`src/rtl/itch_msg_decoder_pkg.sv`:
```
// Shared constants and types for the ITCH 5.0 message decoder.
// Type codes, per-type minimum lengths, field offsets and FSM encodings.
package itch_msg_decoder_pkg;

  localparam logic [7:0] ITCH_ADD      = 8'h41;
  localparam logic [7:0] ITCH_ADD_MPID = 8'h46;
  localparam logic [7:0] ITCH_DEL      = 8'h44;
  localparam logic [7:0] ITCH_EXEC     = 8'h45;
  localparam logic [7:0] ITCH_BUY      = 8'h42;

  localparam logic [15:0] LEN_ADD      = 16'd36;
  localparam logic [15:0] LEN_ADD_MPID = 16'd40;
  localparam logic [15:0] LEN_DEL      = 16'd19;
  localparam logic [15:0] LEN_EXEC     = 16'd31;

  // Offsets count from the type byte (offset 0).
  localparam logic [15:0] OFF_LOCATE      = 16'd1;
  localparam logic [15:0] OFF_REF         = 16'd11;
  localparam logic [15:0] OFF_BUY_SELL    = 16'd19;
  localparam logic [15:0] OFF_ADD_SHARES  = 16'd20;
  localparam logic [15:0] OFF_ADD_PRICE   = 16'd32;
  localparam logic [15:0] OFF_EXEC_SHARES = 16'd19;

  localparam int unsigned REF_BYTES    = 8;
  localparam int unsigned SHARES_BYTES = 4;
  localparam int unsigned PRICE_BYTES  = 4;

  typedef enum logic [2:0] {
    StLenHi,
    StLenLo,
    StType,
    StBody,
    StSkip
  } decState_t;

  typedef enum logic [1:0] {
    KindNone,
    KindAdd,
    KindDel,
    KindExec
  } msgKind_t;

  function automatic logic [15:0] minLenOf(input logic [7:0] typeCode);
    case (typeCode)
      ITCH_ADD:      minLenOf = LEN_ADD;
      ITCH_ADD_MPID: minLenOf = LEN_ADD_MPID;
      ITCH_DEL:      minLenOf = LEN_DEL;
      ITCH_EXEC:     minLenOf = LEN_EXEC;
      default:       minLenOf = 16'd0;
    endcase
  endfunction

endpackage

```
`src/rtl/itch_field_shifter.sv`:
```
// Offset-addressed big-endian capture of a multi-byte field into a shadow register.
// Bytes inside the window shift in from the LSB, so the field ends right-aligned.
module itch_field_shifter #(
  parameter int unsigned Width    = 64,
  parameter int unsigned NumBytes = 8
) (
  input  logic             clkIn,
  input  logic             rstIn,
  input  logic             clearIn,
  input  logic             enIn,
  input  logic [15:0]      offsetIn,
  input  logic [15:0]      startIn,
  input  logic [7:0]       dataIn,
  output logic [Width-1:0] shadowNextOut,
  output logic [Width-1:0] shadowOut
);

  logic inWindow;

  always_comb begin
    inWindow = enIn && (offsetIn >= startIn) && (offsetIn < (startIn + 16'(NumBytes)));
    shadowNextOut = shadowOut;
    if (clearIn) begin
      shadowNextOut = '0;
    end else if (inWindow) begin
      shadowNextOut = {shadowOut[Width-9:0], dataIn};
    end
  end

  always_ff @(posedge clkIn or negedge rstIn) begin
    if (!rstIn) begin
      shadowOut <= '0;
    end else begin
      shadowOut <= shadowNextOut;
    end
  end

endmodule

```
`src/rtl/itch_msg_decoder.sv`:
```
// Byte-serial ITCH 5.0 decoder: length-prefixed messages in, registered
// Add/Delete/Executed pulses with order fields out, plus saturating statistics.
module itch_msg_decoder
  import itch_msg_decoder_pkg::*;
#(
  parameter bit          ACCEPT_MPID = 1'b1,
  parameter int unsigned CNT_WIDTH   = 16
) (
  input  logic                 clkIn,
  input  logic                 rstIn,
  input  logic [7:0]           dataIn,
  input  logic                 dataValidIn,
  input  logic                 dataLastIn,
  output logic                 addValidOut,
  output logic                 delValidOut,
  output logic                 execValidOut,
  output logic [63:0]          refNumOut,
  output logic [15:0]          locateOut,
  output logic [31:0]          priceOut,
  output logic [31:0]          sharesOut,
  output logic                 buySellOut,
  output logic [CNT_WIDTH-1:0] msgCountOut,
  output logic [CNT_WIDTH-1:0] errCountOut
);

  decState_t   stateQ, stateD;
  msgKind_t    kindQ, kindD;
  logic [15:0] lenQ, lenD;
  logic [15:0] remQ, remD;
  logic [15:0] offQ, offD;
  logic        shortQ, shortD;
  logic [15:0] locateQ, locateD;
  logic        buySellQ, buySellD;

  logic addFire, delFire, execFire, errFire;
  logic lastByte;
  logic isKnown;
  logic [15:0] lenLoVal;

  logic        shadowClear;
  logic        bodyEn;
  logic [15:0] sharesStart;
  logic [63:0] refNext, refShadow;
  logic [31:0] priceNext, priceShadow;
  logic [31:0] sharesNext, sharesShadow;

  assign shadowClear = dataValidIn && (stateQ == StType);
  assign bodyEn      = dataValidIn && (stateQ == StBody);
  assign sharesStart = (kindQ == KindExec) ? OFF_EXEC_SHARES : OFF_ADD_SHARES;

  itch_field_shifter #(
    .Width   (64),
    .NumBytes(REF_BYTES)
  ) u_refShifter (
    .clkIn        (clkIn),
    .rstIn        (rstIn),
    .clearIn      (shadowClear),
    .enIn         (bodyEn),
    .offsetIn     (offQ),
    .startIn      (OFF_REF),
    .dataIn       (dataIn),
    .shadowNextOut(refNext),
    .shadowOut    (refShadow)
  );

  itch_field_shifter #(
    .Width   (32),
    .NumBytes(PRICE_BYTES)
  ) u_priceShifter (
    .clkIn        (clkIn),
    .rstIn        (rstIn),
    .clearIn      (shadowClear),
    .enIn         (bodyEn && (kindQ == KindAdd)),
    .offsetIn     (offQ),
    .startIn      (OFF_ADD_PRICE),
    .dataIn       (dataIn),
    .shadowNextOut(priceNext),
    .shadowOut    (priceShadow)
  );

  itch_field_shifter #(
    .Width   (32),
    .NumBytes(SHARES_BYTES)
  ) u_sharesShifter (
    .clkIn        (clkIn),
    .rstIn        (rstIn),
    .clearIn      (shadowClear),
    .enIn         (bodyEn && ((kindQ == KindAdd) || (kindQ == KindExec))),
    .offsetIn     (offQ),
    .startIn      (sharesStart),
    .dataIn       (dataIn),
    .shadowNextOut(sharesNext),
    .shadowOut    (sharesShadow)
  );

  always_comb begin
    stateD   = stateQ;
    kindD    = kindQ;
    lenD     = lenQ;
    remD     = remQ;
    offD     = offQ;
    shortD   = shortQ;
    locateD  = locateQ;
    buySellD = buySellQ;
    addFire  = 1'b0;
    delFire  = 1'b0;
    execFire = 1'b0;
    errFire  = 1'b0;
    lastByte = (remQ == 16'd1);
    lenLoVal = {lenQ[15:8], dataIn};
    isKnown  = (dataIn == ITCH_ADD) || (dataIn == ITCH_DEL) || (dataIn == ITCH_EXEC) ||
               ((dataIn == ITCH_ADD_MPID) && ACCEPT_MPID);

    if (dataValidIn) begin
      unique case (stateQ)
        StLenHi: begin
          lenD = {dataIn, 8'h00};
          // A packet ending on a lone length byte just resynchronises.
          stateD = dataLastIn ? StLenHi : StLenLo;
        end
        StLenLo: begin
          lenD = lenLoVal;
          remD = lenLoVal;
          if (dataLastIn) begin
            errFire = 1'b1;
            stateD  = StLenHi;
          end else if (lenLoVal == 16'd0) begin
            stateD = StLenHi;
          end else begin
            stateD = StType;
          end
        end
        StType: begin
          remD     = remQ - 16'd1;
          offD     = 16'd1;
          locateD  = '0;
          buySellD = 1'b0;
          shortD   = lenQ < minLenOf(dataIn);
          if (!isKnown) begin
            kindD = KindNone;
          end else if (dataIn == ITCH_DEL) begin
            kindD = KindDel;
          end else if (dataIn == ITCH_EXEC) begin
            kindD = KindExec;
          end else begin
            kindD = KindAdd;
          end
          if (lastByte) begin
            // A one-byte message of a decodable type is always short.
            errFire = isKnown;
            stateD  = StLenHi;
          end else if (dataLastIn) begin
            errFire = 1'b1;
            stateD  = StLenHi;
          end else begin
            stateD = isKnown ? StBody : StSkip;
          end
        end
        StBody: begin
          remD = remQ - 16'd1;
          offD = offQ + 16'd1;
          if (offQ == OFF_LOCATE) begin
            locateD[15:8] = dataIn;
          end
          if (offQ == OFF_LOCATE + 16'd1) begin
            locateD[7:0] = dataIn;
          end
          if ((offQ == OFF_BUY_SELL) && (kindQ == KindAdd)) begin
            buySellD = (dataIn == ITCH_BUY);
          end
          if (lastByte) begin
            stateD = StLenHi;
            if (shortQ) begin
              errFire = 1'b1;
            end else begin
              addFire  = (kindQ == KindAdd);
              delFire  = (kindQ == KindDel);
              execFire = (kindQ == KindExec);
            end
          end else if (dataLastIn) begin
            errFire = 1'b1;
            stateD  = StLenHi;
          end
        end
        StSkip: begin
          remD = remQ - 16'd1;
          if (lastByte) begin
            stateD = StLenHi;
          end else if (dataLastIn) begin
            errFire = 1'b1;
            stateD  = StLenHi;
          end
        end
        default: stateD = StLenHi;
      endcase
    end
  end

  always_ff @(posedge clkIn or negedge rstIn) begin
    if (!rstIn) begin
      stateQ   <= StLenHi;
      kindQ    <= KindNone;
      lenQ     <= '0;
      remQ     <= '0;
      offQ     <= '0;
      shortQ   <= 1'b0;
      locateQ  <= '0;
      buySellQ <= 1'b0;
    end else begin
      stateQ   <= stateD;
      kindQ    <= kindD;
      lenQ     <= lenD;
      remQ     <= remD;
      offQ     <= offD;
      shortQ   <= shortD;
      locateQ  <= locateD;
      buySellQ <= buySellD;
    end
  end

  // Output fields load from the next-state shadows so the final byte is included.
  always_ff @(posedge clkIn or negedge rstIn) begin
    if (!rstIn) begin
      addValidOut  <= 1'b0;
      delValidOut  <= 1'b0;
      execValidOut <= 1'b0;
      refNumOut    <= '0;
      locateOut    <= '0;
      priceOut     <= '0;
      sharesOut    <= '0;
      buySellOut   <= 1'b0;
      msgCountOut  <= '0;
      errCountOut  <= '0;
    end else begin
      addValidOut  <= addFire;
      delValidOut  <= delFire;
      execValidOut <= execFire;
      if (addFire || delFire || execFire) begin
        refNumOut   <= refNext;
        locateOut   <= locateD;
        priceOut    <= addFire ? priceNext : '0;
        sharesOut   <= delFire ? '0 : sharesNext;
        buySellOut  <= addFire && buySellD;
        if (msgCountOut != '1) begin
          msgCountOut <= msgCountOut + CNT_WIDTH'(1);
        end
      end
      if (errFire && (errCountOut != '1)) begin
        errCountOut <= errCountOut + CNT_WIDTH'(1);
      end
    end
  end

endmodule

```
`config.mk`:
```
export PLATFORM = sky130hd
export DESIGN_NAME = itch_msg_decoder
export DESIGN_NICKNAME = d
export VERILOG_FILES = /design/src/rtl/itch_msg_decoder_pkg.sv /design/src/rtl/itch_field_shifter.sv /design/src/rtl/itch_msg_decoder.sv
export SDC_FILE = /design/constraint.sdc
export NUM_CORES = 1
export LEC_CHECK = 0
export CAP_MARGIN = 20
export CELL_PAD_IN_SITES_DETAIL_PLACEMENT = 0
export CELL_PAD_IN_SITES_GLOBAL_PLACEMENT = 1
export CORE_UTILIZATION = 40
export DETAILED_ROUTE_END_ITERATION = 10
export PLACE_DENSITY_LB_ADDON = 0.25
export SYNTH_ARGS = -nofsm -noshare
export SYNTH_HDL_FRONTEND = slang
export SYNTH_SLANG_ARGS = --single-unit
export TNS_END_PERCENT = 10
```
`constraint.sdc`:
```
create_clock -name clkIn -period 3.4 [get_ports clkIn]
set_input_delay 0.68 -clock clkIn [delete_from_list [all_inputs] [get_ports clkIn]]
set_output_delay 0.68 -clock clkIn [all_outputs]
set_load 0.05 [all_outputs]
```
==> reports/metrics.cfg, run 1 <==
[timing]
worst_pin_slew_ps=806
fin_crit_ps=3060
post-route-period-util_pct=90.0
finalSetupViolations=0
finalSetupTns_ps=0
timing.fmax_mhz=327
maxSlewViolCount=0
skew_ps=13.4
hold_viol=0
max_slew_margin_pct=45.8
rsz0062_at_grt=no
worst_slack_ps=341

[drt]
drtAntennaViolNets=0
wirelength_um=41800
viasPerCell=5.27
wl_per_cell_um=18.4
drc=0
first_pass_iters=5
drt_iter0_drc=751
vias=12000

[clocking]
cts-root-buf=clkbuf_16
postCtsSetupRepairBufs=0
clk_latency_ps=550
ctsResizeCount=0
htree_levels=2
hold_buffers=0
clock_path_buffers=3
cts_buffers=43
clkTransAtPathRegs_ps=60
tritoncts=built
clkSinkCount=379

[critical_path]
rr_worst_depth=8
arrival_ps=3530
critPathMaxFanout=4
required_ps=3870
rr_endpoint=msgCountOut[14]$_DFFE_PN0P_
r2r-start=remQ[0]$_DFFE_PN0P_
startpoint_type=input port
ff2ff_setup_slack_ps=350
end_kind=register
worstSetupPathType=input port to register

[floorplanning]
io_pins=192
fp.dieW_um=204
core_um2=40000
die_y_um=204
initial_core_util_pct=40.7
fp.dieArea_um2=41600
rows=73

[grt]
antenna_found_initial=1
met1_usage_pct=29.1
grt_start_max_net_pins=91
gr-usage-met2_pct=32.1
grt_pass1_wl_um=67700
top_usage_layer=met2
met3_usage_pct=4.08
grt-ovfl-total=0
grtUsageTotal_pct=20.6
grt_pass1_vias=12200

[final_layout]
syn_to_final_growth_pct=24.7
fillerInstances=3742
final-seq-area_um2=9480
multi_input_area_um2=6290
drive_above_1_share_pct=13.3
nets=1743
stdcell_count=2272

[synthesis]
async_flop_share_pct=100
syn-num-nets=1560
synth_top_area_share_pct=58.2
ys_ff_latch=379
syn_area_um2=16300
synth_cells=1532
synth.area.top_cells=dfrtp_1 58%, nand2_1 6.2%, mux2_2 5.7%, mux2i_1 3.1%, o21ai_0 3.1%
ys_warn_count=0
synth_edf_count=0
ys_types=59
yosysMostFrequentCell=dfrtp_1
synth_common_cells=379 x dfrtp_1, 268 x nand2_1, 101 x nor2_1, 100 x o21ai_0, 93 x a21oi_1
synth_area_per_cell_um2=10.6
ys_seq_area_share_pct=58.2
yosysTopAreaCell=dfrtp_1
synthFlopType=dfrtp_1

[placement]
portBuffers=191
place_congestion=0.830
dpl_worst_slack_ps=-272
place_inst=2195
dp_hpwl_um=26800

[status]
status=complete, no violations

[job]
drv_cap=0

[worst_hold_path]
min_path_type=input port to asynchronous set/reset pin

[pwr]
p_leak_nw=9.48
ir_drop_mv=0.390
power.total_w=0.0108
power_density_nw_per_um2=529

-- report_power, final --
part / total [W] / leakage, nW / switching (W) / internal (W)
Clock: 0.00459 / 0.700 / 0.00185 / 0.00274
Sequential: 0.00501 / 5.21 / 0.000267 / 0.00474
Combinational: 0.00116 / 3.57 / 0.000725 / 0.000436
Total: 0.0108 / 9.48 / 0.00284 / 0.00792
-- metal layers --
metal	share of wire, %	vias up
met5	0	-
met4	2.3	0
met3	5.1	69
met2	46	278
met1	46	5950
li1	-	5684
-- worst max path at each step --
stage / startpoint / to
6_report: dataIn[7] / shortQ$_DFFE_PN0P_
5_1_grt: dataIn[7] / shortQ$_DFFE_PN0P_
4_1_cts: dataIn[7] / shortQ$_DFFE_PN0P_
3_5_place_dp: dataIn[7] / shortQ$_DFFE_PN0P_
3_3_place_gp: dataIn[7] / shortQ$_DFFE_PN0P_
2_1_floorplan: dataIn[7] / shortQ$_DFFE_PN0P_
-- cell type report --
cell class,instances,share of cell area [%]
Tap cell,525,3.23
Sequential cell,379,46.7
Inverter,12,0.222
Antenna cell,1,0.0123
Multi-Input combinational cell,1036,31.0
Clock buffer,60,6.20
Clock inverter,16,0.757
Timing Repair Buffer,243,12.0
-- critical path, stage by stage --
cell	delay, ps
clkdlybuf4s50_1	500
nor4_1	750
and2_1	290
nand3b_1	120
ha_1	330
a21o_1	180
a2111oi_0	410
nand3_1	120
o21ai_0	150
-- cell families after synthesis --
kind of cell / count (synthesis) / share of synthesized area, %
simple gates: 562 / 15.6
flops: 379 / 58.2
compound gates: 295 / 11.3
fa+ha+maj: 16 / 1.23
xor+xnor: 29 / 1.56
mux: 134 / 8.86
buf+inv: 117 / 3.30
-- placed cells by master (no fill, tap or decap), types with 4 or more instances in the layout --
| cell type | count |
|---|---|
| buf_12 | 10 |
| clkinv_2 | 7 |
| a21o_1 | 21 |
| dfrtp_1 | 379 |
| xnor2_1 | 26 |
| clkbuf_16 | 43 |
| clkdlybuf4s50_1 | 190 |
| nand3_1 | 67 |
| mux2_2 | 83 |
| nand2_1 | 267 |
| or3_1 | 8 |
| nor2_1 | 100 |
| a31oi_1 | 4 |
| buf_4 | 42 |
| and3_1 | 16 |
| ha_1 | 16 |
| inv_1 | 12 |
| or4_1 | 5 |
| clkbuf_8 | 12 |
| a21bo_2 | 16 |
| nor2b_1 | 7 |
| nand4_1 | 17 |
| nor4_1 | 12 |
| mux2i_1 | 51 |
| clkbuf_1 | 5 |
| nor3_1 | 31 |
| and2_1 | 5 |
| a22o_1 | 35 |
| o21ai_0 | 100 |
| a21oi_1 | 93 |
-- registers in the layout, indices dropped and copies added (netlist names), 2 cells and up --
signal	count
remQ	16
u_priceShifter.shadowOut	32
stateQ	3
errCountOut	16
locateOut	16
u_sharesShifter.shadowOut	32
refNumOut	64
msgCountOut	16
offQ	16
lenQ	16
sharesOut	32
kindQ	2
u_refShifter.shadowOut	64
priceOut	32
locateQ	16
-- stage by stage --
step / hold WS (ps) / instance area [um^2] / util, %
floorplan: 384 / 16300 / -
global placement: 460 / 18900 / 47.3
detailed placement: 467 / 18900 / 47.3
CTS: 171 / 20300 / 50.8
global route: 192 / 20300 / 50.8
finish: 154 / 20300 / 50.8
Power figures use the tool's default switching activity.
==> inputs of run 2 (changes only) <==
--- a/config.mk
+++ b/config.mk
@@ -5,7 +5,7 @@
 export SDC_FILE = /design/constraint.sdc
 export NUM_CORES = 1
 export LEC_CHECK = 0
-export CAP_MARGIN = 20
+export CAP_MARGIN = 15
 export CELL_PAD_IN_SITES_DETAIL_PLACEMENT = 0
 export CELL_PAD_IN_SITES_GLOBAL_PLACEMENT = 1
 export CORE_UTILIZATION = 40
==> results of run 2 <==
The final DEF is identical to that of run 1; final timing and power are the same.
